## src/rtl/mmio_timer_if.sv

```systemverilog
// CPU memory-bus view of the timer window: chip select, write enable, word address and shared data.
// The shared data bus is resolved here from the two drive enables, so either side's drive is observable.
interface mmio_timer_if;
  logic        cs;
  logic        we;
  logic [6:0]  addr;
  logic [31:0] cpu_dat;
  logic        cpu_oe;
  logic [31:0] dev_dat;
  logic        dev_oe;
  logic [31:0] mem_bus;

  // Timer drive has priority; with no driver the bus floats to zero in this two-state view.
  assign mem_bus = dev_oe ? dev_dat : (cpu_oe ? cpu_dat : 32'd0);

  modport master (output cs, we, addr, cpu_dat, cpu_oe, input dev_dat, dev_oe, mem_bus);
  modport slave  (input cs, we, addr, mem_bus, output dev_dat, dev_oe);
endinterface

```

## src/rtl/mmio_timer.sv

```systemverilog
// Memory-mapped prescaled countdown timer on the RAM bus; bus sampled on negedge, state updated on posedge.
// Read data lands the same cycle a RAM word would; irq is registered one cycle behind expired/irq_en.
module mmio_timer #(
  parameter logic [6:0]  BASE_ADDR = 7'h7C,
  parameter int unsigned PRESCALE  = 16,
  parameter int unsigned CNT_W     = 32
) (
  input  logic         clk,
  input  logic         rst,
  mmio_timer_if.slave  bus,
  output logic         irq_o
);
  localparam int unsigned PW = (PRESCALE > 1) ? $clog2(PRESCALE) : 1;
  localparam logic [PW-1:0] PRE_MAX = PW'(PRESCALE - 1);

  logic             sel;
  logic [31:0]      rd_mux;
  logic [31:0]      rd_data_q;
  logic             wr_pend_q;
  logic [1:0]       wr_idx_q;
  logic [31:0]      wr_dat_q;
  logic             en_q, en_d, reload_q, reload_d, irq_en_q, irq_en_d;
  logic             expired_q, expired_d, irq_q;
  logic [CNT_W-1:0] load_q, load_d, count_q, count_d;
  logic [PW-1:0]    pre_q, pre_d;
  logic             tick;

  assign sel         = bus.cs && (bus.addr[6:2] == BASE_ADDR[6:2]);
  assign bus.dev_oe  = sel && !bus.we && !rst;
  assign bus.dev_dat = rd_data_q;
  assign irq_o       = irq_q;

  always_comb begin
    rd_mux = '0;
    case (bus.addr[1:0])
      2'd0:    rd_mux = {29'd0, irq_en_q, reload_q, en_q};
      2'd1:    rd_mux = 32'(load_q);
      2'd2:    rd_mux = 32'(count_q);
      default: rd_mux = {31'd0, expired_q};
    endcase
  end

  // Bus side: capture on the falling edge so the access is ready for the next rising edge.
  always_ff @(negedge clk) begin
    if (rst) begin
      rd_data_q <= '0;
      wr_pend_q <= 1'b0;
      wr_idx_q  <= '0;
      wr_dat_q  <= '0;
    end else begin
      wr_pend_q <= sel && bus.we;
      if (sel && bus.we) begin
        wr_idx_q <= bus.addr[1:0];
        wr_dat_q <= bus.mem_bus;
      end
      if (sel && !bus.we) rd_data_q <= rd_mux;
    end
  end

  assign tick = en_q && (pre_q == PRE_MAX);

  // Ordering encodes the collision rules: W1C before expiry set, register writes after tick effects.
  always_comb begin
    en_d      = en_q;
    reload_d  = reload_q;
    irq_en_d  = irq_en_q;
    expired_d = expired_q;
    load_d    = load_q;
    count_d   = count_q;
    pre_d     = (en_q && !tick) ? pre_q + PW'(1) : '0;

    if (wr_pend_q && wr_idx_q == 2'd3 && wr_dat_q[0]) expired_d = 1'b0;

    if (tick) begin
      if (count_q != '0) begin
        count_d = count_q - CNT_W'(1);
      end else begin
        expired_d = 1'b1;
        if (reload_q) count_d = load_q;
        else          en_d    = 1'b0;
      end
    end

    if (wr_pend_q && wr_idx_q == 2'd0) {irq_en_d, reload_d, en_d} = wr_dat_q[2:0];

    if (wr_pend_q && wr_idx_q == 2'd1) begin
      load_d  = CNT_W'(wr_dat_q);
      count_d = CNT_W'(wr_dat_q);
      pre_d   = '0;
    end
  end

  always_ff @(posedge clk) begin
    if (rst) begin
      en_q      <= 1'b0;
      reload_q  <= 1'b0;
      irq_en_q  <= 1'b0;
      expired_q <= 1'b0;
      load_q    <= '0;
      count_q   <= '0;
      pre_q     <= '0;
      irq_q     <= 1'b0;
    end else begin
      en_q      <= en_d;
      reload_q  <= reload_d;
      irq_en_q  <= irq_en_d;
      expired_q <= expired_d;
      load_q    <= load_d;
      count_q   <= count_d;
      pre_q     <= pre_d;
      irq_q     <= expired_q && irq_en_q;
    end
  end
endmodule
```

## src/flat_wrapper.sv

```systemverilog
// flat-port wrapper written by rule: the top's interface ports become plain ports
module mmio_timer_flat 
#(
  parameter logic [6:0]  BASE_ADDR = 7'h7C,
  parameter int unsigned PRESCALE  = 16,
  parameter int unsigned CNT_W     = 32
)
  (clk, rst, irq_o, bus_cs, bus_we, bus_addr, bus_dev_dat, bus_dev_oe);
  mmio_timer_if bus_i ();
  input  logic clk;
  input  logic rst;
  output logic irq_o;
  input wire logic [$bits(bus_i.cs)-1:0] bus_cs;
  input wire logic [$bits(bus_i.we)-1:0] bus_we;
  input wire logic [$bits(bus_i.addr)-1:0] bus_addr;
  output wire logic [$bits(bus_i.dev_dat)-1:0] bus_dev_dat;
  output wire logic [$bits(bus_i.dev_oe)-1:0] bus_dev_oe;
  assign bus_i.cs = bus_cs;
  assign bus_i.we = bus_we;
  assign bus_i.addr = bus_addr;
  assign bus_dev_dat = bus_i.dev_dat;
  assign bus_dev_oe = bus_i.dev_oe;
  mmio_timer #(.BASE_ADDR(BASE_ADDR), .PRESCALE(PRESCALE), .CNT_W(CNT_W)) u_core (.clk(clk), .rst(rst), .bus(bus_i), .irq_o(irq_o));
endmodule
```

## config.mk

```make
export PLATFORM = sky130hd
export DESIGN_NAME = mmio_timer_flat
export DESIGN_NICKNAME = d
export VERILOG_FILES = /design/src/rtl/mmio_timer_if.sv /design/src/rtl/mmio_timer.sv /design/src/flat_wrapper.sv
export SDC_FILE = /design/constraint.sdc
export NUM_CORES = 1
export LEC_CHECK = 0
export BUFFER_PORTS_ARGS = -buffer_cell sky130_fd_sc_hd__buf_2
export CAP_MARGIN = 20
export CORE_MARGIN = 5
export CORE_UTILIZATION = 60
export CTS_CLUSTER_SIZE = 30
export DETAILED_ROUTE_END_ITERATION = 16
export PLACE_DENSITY = 0.86
export SYNTH_ARGS = -nofsm -noshare
export SYNTH_HDL_FRONTEND = slang
export SYNTH_SLANG_ARGS = --single-unit
```

## constraint.sdc

```tcl
create_clock -name clk -period 6.1 [get_ports clk]
set_input_delay 0.305 -clock clk [delete_from_list [all_inputs] [get_ports clk]]
set_output_delay 0.305 -clock clk [all_outputs]
set_load 0.05 [all_outputs]
```

==> run metrics, run 1 <==
register bit count reported by yosys 140; vias in the first global route about 6,000; Distinct cells, synth 59; Antenna Nets Post-Route 0; Power per Cell Area between 300 and 400 nW/um2; fin cells 1,026; antenna violations before repair 0; worst path arrival time between 5 and 6 ns; number of resized instances in the post-cts repair step 0; class of the most critical hold timing path in -> reg; detailed-placement wirelength estimate around 12,000 um; maximum VDD drop 0.000229 V; maximum number of pins on one net before global-route repair 86; layout cell share with drive strength beyond 1 11.7%; number of enable flip-flop cells after synthesis 0; count of pins over their slew limit 0; result of the run completed; number of top-level pins 45; clk buf depth 2; DRC marker count from the first detailed-route iteration 632; clock slew seen by the registers of the worst setup and hold paths around 0.060 ns; final setup vio count 0; Static Leakage between 0.002 and 0.003 uW; detailed-routing iteration count for the pre-antenna-repair pass 7; first-pass GRT wire length roughly 30,000 um; number of placed cells counting well taps ~930; core area approximately 10,000 um2; worst reg2reg setup slack 0.68 ns; global placement routability congestion ~0.90; antenna cells 0; mean routed wirelength per cell 17.7 um; number of remaining DRC errors 0; power consumption 2250 uW; die footprint ~13,000 um2; worst endpoint required time ~6.5 ns; post-synthesis sequential area ratio between 40% and 50%; CTS tree built; net count after synthesis a little over 800; Yosys Warn Count 33; clock buffers created by TritonCTS 17; Final Hold Fails 0; Worst-Skew Late Latency about 0.54 ns; crit-path max FO 14; area of the mapped netlist ~6400 um2; async set-or-reset flop fraction in the synthesized netlist 0%; slew at the pin with the worst max-slew slack between 1 and 1.5 ns; final core utilization slightly above 70%; Net count, final approximately 900; Rel. slew slack 31.8%; Mapped Cells ~800; detailed-route vias per instance 6.27; area added between synthesis and finish 15.8%; kind of launch point of the worst setup path flop; buffers inserted during post-CTS setup optimization 0; standard-cell row count 37; overall fraction of global-route tracks in use 28.9%; sink count of the clock tree 140; Top FF cell, synth dfxtp_1; Initial Util about three fifths; Layout Skew approximately 0.034 ns; via count 6,431; H-tree levels 4; routed wire length 18,200 um; per-instance average area after synthesis roughly 8.0 um2; remaining global-route overflow 0; worst hold slack about 0.37 ns; setup repair after global routing missed its margin false; die extent in y between 100 and 150 um; number of port buffers 44; setup TNS 0 ns; width of the die about 110 um; cts-stage hold buffer count 0; crit path capture type flop; root buffer cell clkbuf_8; Crit Path Class reg -> reg; number of maximum-capacitance constraint violations 0
==> report_power, final <==
group	leakage (uW)	internal [uW]	switching [uW]	total, uW
logic	0.00112	31.2	73.0	104
clock network	0.000660	724	501	1230
registers	0.00113	921	2.47	923
==> cell type report <==
| cell class | instances | area [um2] |
|---|---|---|
| clock buffers | 21 | 470 |
| flip-flops and latches | 140 | 2800 |
| clock inverters | 78 | 388 |
| multi-input cells | 587 | 3280 |
| well taps | 136 | 170 |
| repair buffers | 57 | 320 |
| inverters | 7 | 26.3 |
| fillers | 792 | 2960 |
==> layer usage <==
layer	global-route usage [%]	wire length (um)	vias up
met5	0	0	-
met3	5.36	1360	42
li1	-	-	3031
met1	37.7	7710	3060
met2	46.6	8710	298
met4	12.7	416	0
==> per-stage QoR <==
step / setup slack, ns / cell area, um2
floorplan: 1.27 / 6440
global placement: 0.883 / 6610
detailed placement: 0.730 / 6610
CTS: 0.754 / 7460
global route: 0.578 / 7460
finish: 0.677 / 7460
==> final timing paths <==
path                                            to  cells past startpoint               start
worst max register to register  u_core.count_q[23]                      5  u_core.wr_idx_q[1]
worst min register to register     u_core.pre_q[0]                      1     u_core.pre_q[0]
worst min-delay path              u_core.load_q[0]                      2                 rst
worst max-delay path            u_core.count_q[23]                      5  u_core.wr_idx_q[1]
==> sequential cells by signal, indices dropped and copies added (netlist names) <==
register,flops
u_core.irq_en_q,1
u_core.load_q,32
u_core.pre_q,4
u_core.en_q,1
u_core.bus.dev_dat,32
u_core.wr_dat_q,32
u_core.irq_o,1
u_core.expired_q,1
u_core.wr_pend_q,1
u_core.wr_idx_q,2
u_core.count_q,32
u_core.reload_q,1
==> Yosys cell counts, types with 3 or more instances <==
cell type | n | share of area [%]
nand2_1 | 166 | 9.7
dfxtp_1 | 140 | 44
a21oi_1 | 90 | 7.0
nor2_1 | 72 | 4.2
clkbuf_1 | 47 | 2.7
a22oi_1 | 36 | 4.2
a211oi_1 | 35 | 4.1
nor4_1 | 17 | 1.7
nand3_1 | 16 | 1.2
nor3_1 | 16 | 1.2
xnor2_1 | 14 | 1.9
nand4_1 | 12 | 1.2
o21ai_0 | 9 | 0.70
a311oi_1 | 8 | 1.1
inv_1 | 8 | 0.47
xor2_1 | 8 | 1.1
a221o_1 | 7 | 1.1
or4_1 | 7 | 0.82
a31oi_1 | 5 | 0.49
buf_1 | 5 | 0.29
buf_2 | 5 | 0.39
clkbuf_8 | 5 | 1.1
mux2i_1 | 5 | 0.78
o311ai_0 | 5 | 0.68
or3_1 | 5 | 0.49
or3_2 | 5 | 0.58
and2_1 | 4 | 0.39
a211o_1 | 3 | 0.41
a221o_2 | 3 | 0.52
and3_1 | 3 | 0.29
ha_1 | 3 | 0.58
o31ai_1 | 3 | 0.35
==> cells by family (layout without fill, tap and decap cells) <==
group	after synthesis	count (layout)	synth area share [%]
buf+inv	75	163	5.67
mux	6	6	1.13
compound gates	218	218	22.3
simple gates	338	338	23.8
flops	140	140	43.5
fa+ha+maj	3	3	0.583
xor+xnor	22	22	2.99
==> worst max-delay path, cell delays in order (launching register included) <==
cell,delay (ns)
dfxtp_1,0.37
and3b_1,0.37
nor3_1,0.61
nand2_1,0.26
or3_1,0.43
o311ai_1,0.26
==> cells in the final DEF (no fill, tap or decap), types with 4 or more instances in the layout <==
master,n
a211oi_1,35
a21oi_1,90
a221o_1,7
a22oi_1,36
a311oi_1,8
a31oi_1,5
and2_1,4
buf_2,43
buf_4,14
clkbuf_16,17
dfxtp_1,140
inv_1,76
mux2i_1,5
nand2_1,166
nand3_1,16
nand4_1,12
nor2_1,72
nor3_1,15
nor4_1,17
o21ai_0,9
o311ai_0,5
or3_1,5
or3_2,5
or4_1,7
xnor2_1,14
xor2_1,8
(Power assumes the default switching activity.)
==> inputs of run 2 (changes only) <==
--- a/config.mk
+++ b/config.mk
@@ -7,11 +7,14 @@
 export LEC_CHECK = 0
 export BUFFER_PORTS_ARGS = -buffer_cell sky130_fd_sc_hd__buf_2
 export CAP_MARGIN = 20
+export CELL_PAD_IN_SITES_DETAIL_PLACEMENT = 1
+export CELL_PAD_IN_SITES_GLOBAL_PLACEMENT = 2
 export CORE_MARGIN = 5
-export CORE_UTILIZATION = 60
+export CORE_UTILIZATION = 39
 export CTS_CLUSTER_SIZE = 30
 export DETAILED_ROUTE_END_ITERATION = 16
-export PLACE_DENSITY = 0.86
+export PLACE_DENSITY = 0.92
+export REMOVE_ABC_BUFFERS = 1
 export SYNTH_ARGS = -nofsm -noshare
 export SYNTH_HDL_FRONTEND = slang
 export SYNTH_SLANG_ARGS = --single-unit
==> run metrics, run 2 (synthesized netlist as in run 1, its figures left out) <==
layout cell share with drive strength beyond 1 11.9% (+0.22 points); maximum VDD drop 0.000189 V (-17%); maximum number of pins on one net before global-route repair 83 (-3.5%); setup repair after global routing missed its margin false; setup TNS 0 ns (unchanged); area added between synthesis and finish 17.1%; standard-cell row count 47 (+27%); kind of launch point of the worst setup path flop; width of the die 139 um (+22%); total placed instance area 6720 um2 (+1.8%); HP Start rst; Final Hold Fails 0 (unchanged); cts-stage hold buffer count 0 (unchanged); cell area after layout 7540 um2 (+1.1%); Rel. slew slack 29.3% (-2.4 points); worst endpoint required time 6.43 ns (-0.11 ns); class of the most critical hold timing path in -> reg; H-tree levels 4 (unchanged); global placement routability congestion 0.900 (-0.37%); detailed-route vias per instance 5.68 (-9.4%); antenna cells 0 (unchanged); buffers inserted during post-CTS setup optimization 0 (unchanged); clock buffers created by TritonCTS 17 (unchanged); power consumption 2210 uW (-1.9%); leading cell type in the layout, fill and taps excluded nand2_1; highest-count cells in the layout ignoring fill and taps nand2_1, dfxtp_1, a21oi_1, inv_1, nor2_1; startpoint of the most critical register-to-register path u_core.wr_idx_q[1]; worst setup path startpoint u_core.wr_idx_q[1]; Crit Path Class reg -> reg; Net count, final 891 (unchanged); worst reg-to-reg path cell count 6 (+1); sink count of the clock tree 140 (unchanged); die extent in y 139 um (+22%); first-pass GRT wire length 34,400 um (+14%); routed wire length 20,300 um (+11%); crit path capture type flop; die footprint 19,200 um2 (+49%); clock slew seen by the registers of the worst setup and hold paths 0.06 ns (about the same); CTS tree built; count of pins over their slew limit 0 (unchanged); result of the run completed; root buffer cell clkbuf_16; Static Leakage 0.00288 uW (-0.81%); number of resized instances in the post-cts repair step 0 (unchanged); Power per Cell Area 293 nW/um2 (-2.9%); final setup vio count 0 (unchanged); remaining global-route overflow 0 (unchanged); number of port buffers 44 (unchanged); clk buf depth 2 (unchanged); via count 6,306 (-1.9%); detailed-placement wirelength estimate 13,200 um (+13%); DRC marker count from the first detailed-route iteration 377 (-40%); slew at the pin with the worst max-slew slack 1.06 ns (+0.0362 ns); Worst-Skew Late Latency 0.47 ns (-0.07 ns); number of remaining DRC errors 0 (unchanged); core area 16,400 um2 (+58%); number of top-level pins 45 (unchanged); vias in the first global route 6,744 (+12%); worst path arrival time 5.50 ns (-0.36 ns); detailed-routing iteration count for the pre-antenna-repair pass 4 (-3); Hold Crit Depth 2 (unchanged); Initial Util 39.3% (-23 points); Layout Skew 0.0384 ns (+0.00413 ns); antenna violations before repair 0 (unchanged); Antenna Nets Post-Route 0 (unchanged); mean routed wirelength per cell 18.2 um (+2.9%); overall fraction of global-route tracks in use 21.7% (-7.2 points); number of maximum-capacitance constraint violations 0 (unchanged); crit-path max FO 19 (+5)
[run 2: cell types whose count changed in the layout (fill, tap and decap cells not counted), sizes merged]
cell / delta
bufinv: -2
inv: -2
clkbuf: -2
clkinvlp: +1
clkinv: +5
[run 2: per-stage QoR]
step                      std cells  hold WS (ns)  setup WS (ns)  util (%)
final                          1110         0.309          0.935      46.0
after global routing           1110         0.340          0.758      46.0
after CTS                      1110         0.306          0.943      46.0
after detailed placement       1012         0.445          0.961      41.0
after global placement         1012         0.429           1.11      41.0
after floorplan                 735         0.374          -1.14         -
[run 2: report_power, final]
| part | internal, uW | leakage [uW] | switching (uW) | total (uW) |
|---|---|---|---|---|
| Sequential | 920 | 0.00113 | 2.41 | 923 |
| Combinational | 31.6 | 0.00112 | 74.7 | 106 |
| Clock | 641 | 0.000632 | 540 | 1180 |
[run 2: worst max-delay path, stage by stage, from the launching register on]
cell and delay [ns]:
dfxtp_1 0.38, and3b_1 0.23, buf_4 0.22, nor3_1 0.28, nand2_1 0.20, or3_1 0.44
o311ai_1 0.25
[run 2: layer usage]
| metal | global-route usage, % | wire length (um) | vias to the layer above |
|---|---|---|---|
| met5 | 0 | 0 | - |
| met4 | 7.85 | 386 | 0 |
| met3 | 4.49 | 728 | 31 |
| met2 | 37.5 | 10100 | 128 |
| met1 | 26.7 | 9000 | 3110 |
| li1 | - | - | 3037 |
[run 2: worst paths after layout]
kind | endpoint | slack [ns]
setup / recovery | u_core.count_q[23] | 0.93
setup reg to reg | u_core.count_q[23] | 0.93
hold / removal | u_core.irq_en_q | 0.31
hold reg to reg | u_core.wr_dat_q[8] | 0.45
[run 2: area by class of cell]
cell class	count	area, um2
Fill cell	2020	8870
Tap cell	220	275
Inverter	7	26.3
Clock inverter	80	369
Multi-Input combinational cell	587	3280
Clock buffer	19	453
Timing Repair Buffer	57	333
Sequential cell	140	2800
==> inputs of run 3 (changes only) <==
--- a/config.mk
+++ b/config.mk
@@ -5,15 +5,16 @@
 export SDC_FILE = /design/constraint.sdc
 export NUM_CORES = 1
 export LEC_CHECK = 0
+export ABC_AREA = 1
 export BUFFER_PORTS_ARGS = -buffer_cell sky130_fd_sc_hd__buf_2
 export CAP_MARGIN = 20
 export CELL_PAD_IN_SITES_DETAIL_PLACEMENT = 1
 export CELL_PAD_IN_SITES_GLOBAL_PLACEMENT = 2
 export CORE_MARGIN = 5
-export CORE_UTILIZATION = 39
+export CORE_UTILIZATION = 34
 export CTS_CLUSTER_SIZE = 30
 export DETAILED_ROUTE_END_ITERATION = 16
-export PLACE_DENSITY = 0.92
+export PLACE_DENSITY = 0.86
 export REMOVE_ABC_BUFFERS = 1
 export SYNTH_ARGS = -nofsm -noshare
 export SYNTH_HDL_FRONTEND = slang
==> constraint.sdc (replaced) <==
create_clock -name clk -period 4.85 [get_ports clk]
set_input_delay 0.2425 -clock clk [delete_from_list [all_inputs] [get_ports clk]]
set_output_delay 0.2425 -clock clk [all_outputs]
set_load 0.05 [all_outputs]
==> run metrics, run 3 <==
Rel. slew slack 52.0% (+23 points); slew at the pin with the worst max-slew slack 0.718 ns (-0.339 ns); area added between synthesis and finish 18.6%; Antenna Nets Post-Route 0 (unchanged); worst reg-to-reg path cell count 9 (+3); most repeated cell in the gate-level netlist after synthesis nor2_1; root buffer cell clkbuf_16; Net count, final 1,145 (+29%); worst path arrival time 4.57 ns (-0.93 ns); number of enable flip-flop cells after synthesis 0 (unchanged); worst stage delay on the critical path 0.42 ns (-0.02 ns); Final Hold Fails 0 (unchanged); mean routed wirelength per cell 15.7 um (-14%); count of pins over their slew limit 0 (unchanged); width of the die 153 um (+11%); startpoint of the most critical register-to-register path u_core.wr_idx_q[0]; DRC marker count from the first detailed-route iteration 333 (-12%); remaining global-route overflow 0 (unchanged); most frequent cells after synthesis nor2_1, nand2_1, dfxtp_1, inv_1, a21oi_1; area share of the largest cell type after synthesis 40.2% (-3.4 points); Static Leakage 0.00380 uW (+32%); total placed instance area 7440 um2 (+11%); via count 7,069 (+12%); Distinct cells, synth 34 (-42%); Initial Util 34.5% (-4.8 points); die extent in y 153 um (+11%); die footprint 23,500 um2 (+22%); antenna violations before repair 0 (unchanged); global placement routability congestion 0.879 (-2.4%); worst setup path startpoint u_core.wr_idx_q[0]; detailed-route vias per instance 5.00 (-12%); vias in the first global route 7,158 (+6.1%); class of the most critical hold timing path in -> reg; result of the run completed; leading cell type in the layout, fill and taps excluded inv_1; number of placed cells counting well taps 1,316 (+30%); Yosys Warn Count 33 (unchanged); number of maximum-capacitance constraint violations 0 (unchanged); CP max-delay cell nand2_2; number of port buffers 44 (unchanged); highest-count cells in the layout ignoring fill and taps inv_1, nor2_1, nand2_1, dfxtp_1, a21oi_1; Top FF cell, synth dfxtp_1; layout cell share with drive strength beyond 1 10.9% (-0.98 points); routed wire length 22,100 um (+9.3%); core area 20,200 um2 (+23%); Worst-Skew Late Latency 0.47 ns (about the same); post-synthesis cell type with the largest combined area dfxtp_1; maximum number of pins on one net before global-route repair 48 (-42%); async set-or-reset flop fraction in the synthesized netlist 0% (unchanged); clock buffers created by TritonCTS 17 (unchanged); setup TNS 0 ns (unchanged); setup repair after global routing missed its margin false; buffers inserted during post-CTS setup optimization 0 (unchanged); fin cells 1,414 (+27%); maximum VDD drop 0.000231 V (+22%); standard-cell row count 52 (+11%); antenna cells 0 (unchanged); per-instance average area after synthesis 6.72 um2 (-16%); detailed-placement wirelength estimate 15,500 um (+17%); kind of launch point of the worst setup path flop; count of fill cells added during filler insertion 2,678 (+33%); crit-path max FO 30 (+11); Power per Cell Area 335 nW/um2 (+14%); Area contributors post-synth dfxtp_1, nor2_1, a21oi_1; final core utilization 40.9% (-5.0 points); area of the mapped netlist 6980 um2 (+8.4%); crit path capture type flop; first-pass GRT wire length 36,800 um (+7.0%); worst reg2reg setup slack 0.58 ns (-0.35 ns); number of remaining DRC errors 0 (unchanged); Mapped Cells 1,039 (+30%); Layout Skew 0.0441 ns (+0.00567 ns); clock slew seen by the registers of the worst setup and hold paths 0.06 ns (about the same); cell area after layout 8280 um2 (+9.8%); destination of the critical timing path u_core.count_q[0]; CTS tree built; number of top-level pins 45 (unchanged); post-synthesis sequential area ratio 40.2% (-3.4 points); Critical R2R Capture u_core.count_q[0]; Crit Path Class reg -> reg; worst endpoint required time 5.15 ns (-1.28 ns); number of resized instances in the post-cts repair step 0 (unchanged); detailed-routing iteration count for the pre-antenna-repair pass 4 (unchanged); overall fraction of global-route tracks in use 19.0% (-2.7 points); CP cell instances inv_2 -> nor3_4 -> inv_2 -> nand3_1 -> nand2_2 -> nand2_1 -> nand2_1 -> nor2_1 -> nor2_1; sink count of the clock tree 140 (unchanged); cts-stage hold buffer count 0 (unchanged); register bit count reported by yosys 140 (unchanged); final setup vio count 0 (unchanged); H-tree levels 4 (unchanged); power consumption 2780 uW (+26%); clk buf depth 2 (unchanged)
-- run 3: layout make-up --
| cell class | count | area [um2] | share of cell area (%) |
|---|---|---|---|
| clock inverters | 77 | 349 | 4.22 |
| well taps | 270 | 338 | 4.08 |
| clock buffers | 22 | 497 | 6.00 |
| repair buffers | 59 | 358 | 4.32 |
| multi-input cells | 716 | 3450 | 41.6 |
| inverters | 130 | 488 | 5.89 |
| flip-flops and latches | 140 | 2800 | 33.8 |
-- run 3: power breakdown --
| part | leakage (uW) | total [uW] | switching (uW) | internal (uW) |
|---|---|---|---|---|
| clock network | 0.000646 | 1550 | 684 | 861 |
| registers | 0.00113 | 1160 | 2.23 | 1160 |
| logic | 0.00203 | 69.4 | 51.9 | 17.5 |
| total | 0.00380 | 2780 | 739 | 2040 |
-- run 3: worst min path at each step --
| stage | depth (start not counted) | slack [ns] | from | end |
|---|---|---|---|---|
| floorplan | 1 | 0.31 | rst | u_core.count_q[17] |
| global placement | 1 | 0.43 | u_core.pre_q[0] | u_core.pre_q[0] |
| detailed placement | 2 | 0.43 | u_core.irq_en_q | u_core.irq_o |
| CTS | 3 | 0.30 | rst | u_core.load_q[30] |
| global route | 3 | 0.35 | rst | u_core.load_q[30] |
| finish | 3 | 0.31 | rst | u_core.load_q[30] |
-- run 3: cell families (layout without fill, tap and decap cells) --
| group | after synthesis | in the layout | synth area share [%] |
|---|---|---|---|
| XOR/XNOR | 9 | 9 | 1.13 |
| flip-flops | 140 | 140 | 40.2 |
| AND/OR/NAND/NOR | 437 | 437 | 27.0 |
| adder cells (fa/ha/maj) | 3 | 3 | 0.538 |
| buffers and inverters | 183 | 288 | 10.6 |
| AO/OA/AOI/OAI | 267 | 267 | 20.5 |
-- run 3: critical path: cells and delay by family (launching register included) --
family        cells  cell delay [ns]
buf+inv           2             0.18
flops             1             0.34
simple gates      7             1.17
-- run 3: per-stage QoR --
step | hold slack [ns] | setup slack [ns]
floorplan | 0.312 | -0.384
global placement | 0.427 | 0.530
detailed placement | 0.434 | 0.428
CTS | 0.302 | 0.589
global route | 0.350 | 0.424
finish | 0.306 | 0.582
-- run 3: per-layer routing --
metal	part of all wire [%]	GRT usage, %	vias up	routed length, um
li1	-	-	3558	-
met1	49	24.8	3406	10800
met2	47	32.6	84	10500
met3	2.9	3.28	21	649
met4	1.1	5.01	0	238
met5	0	0	-	0
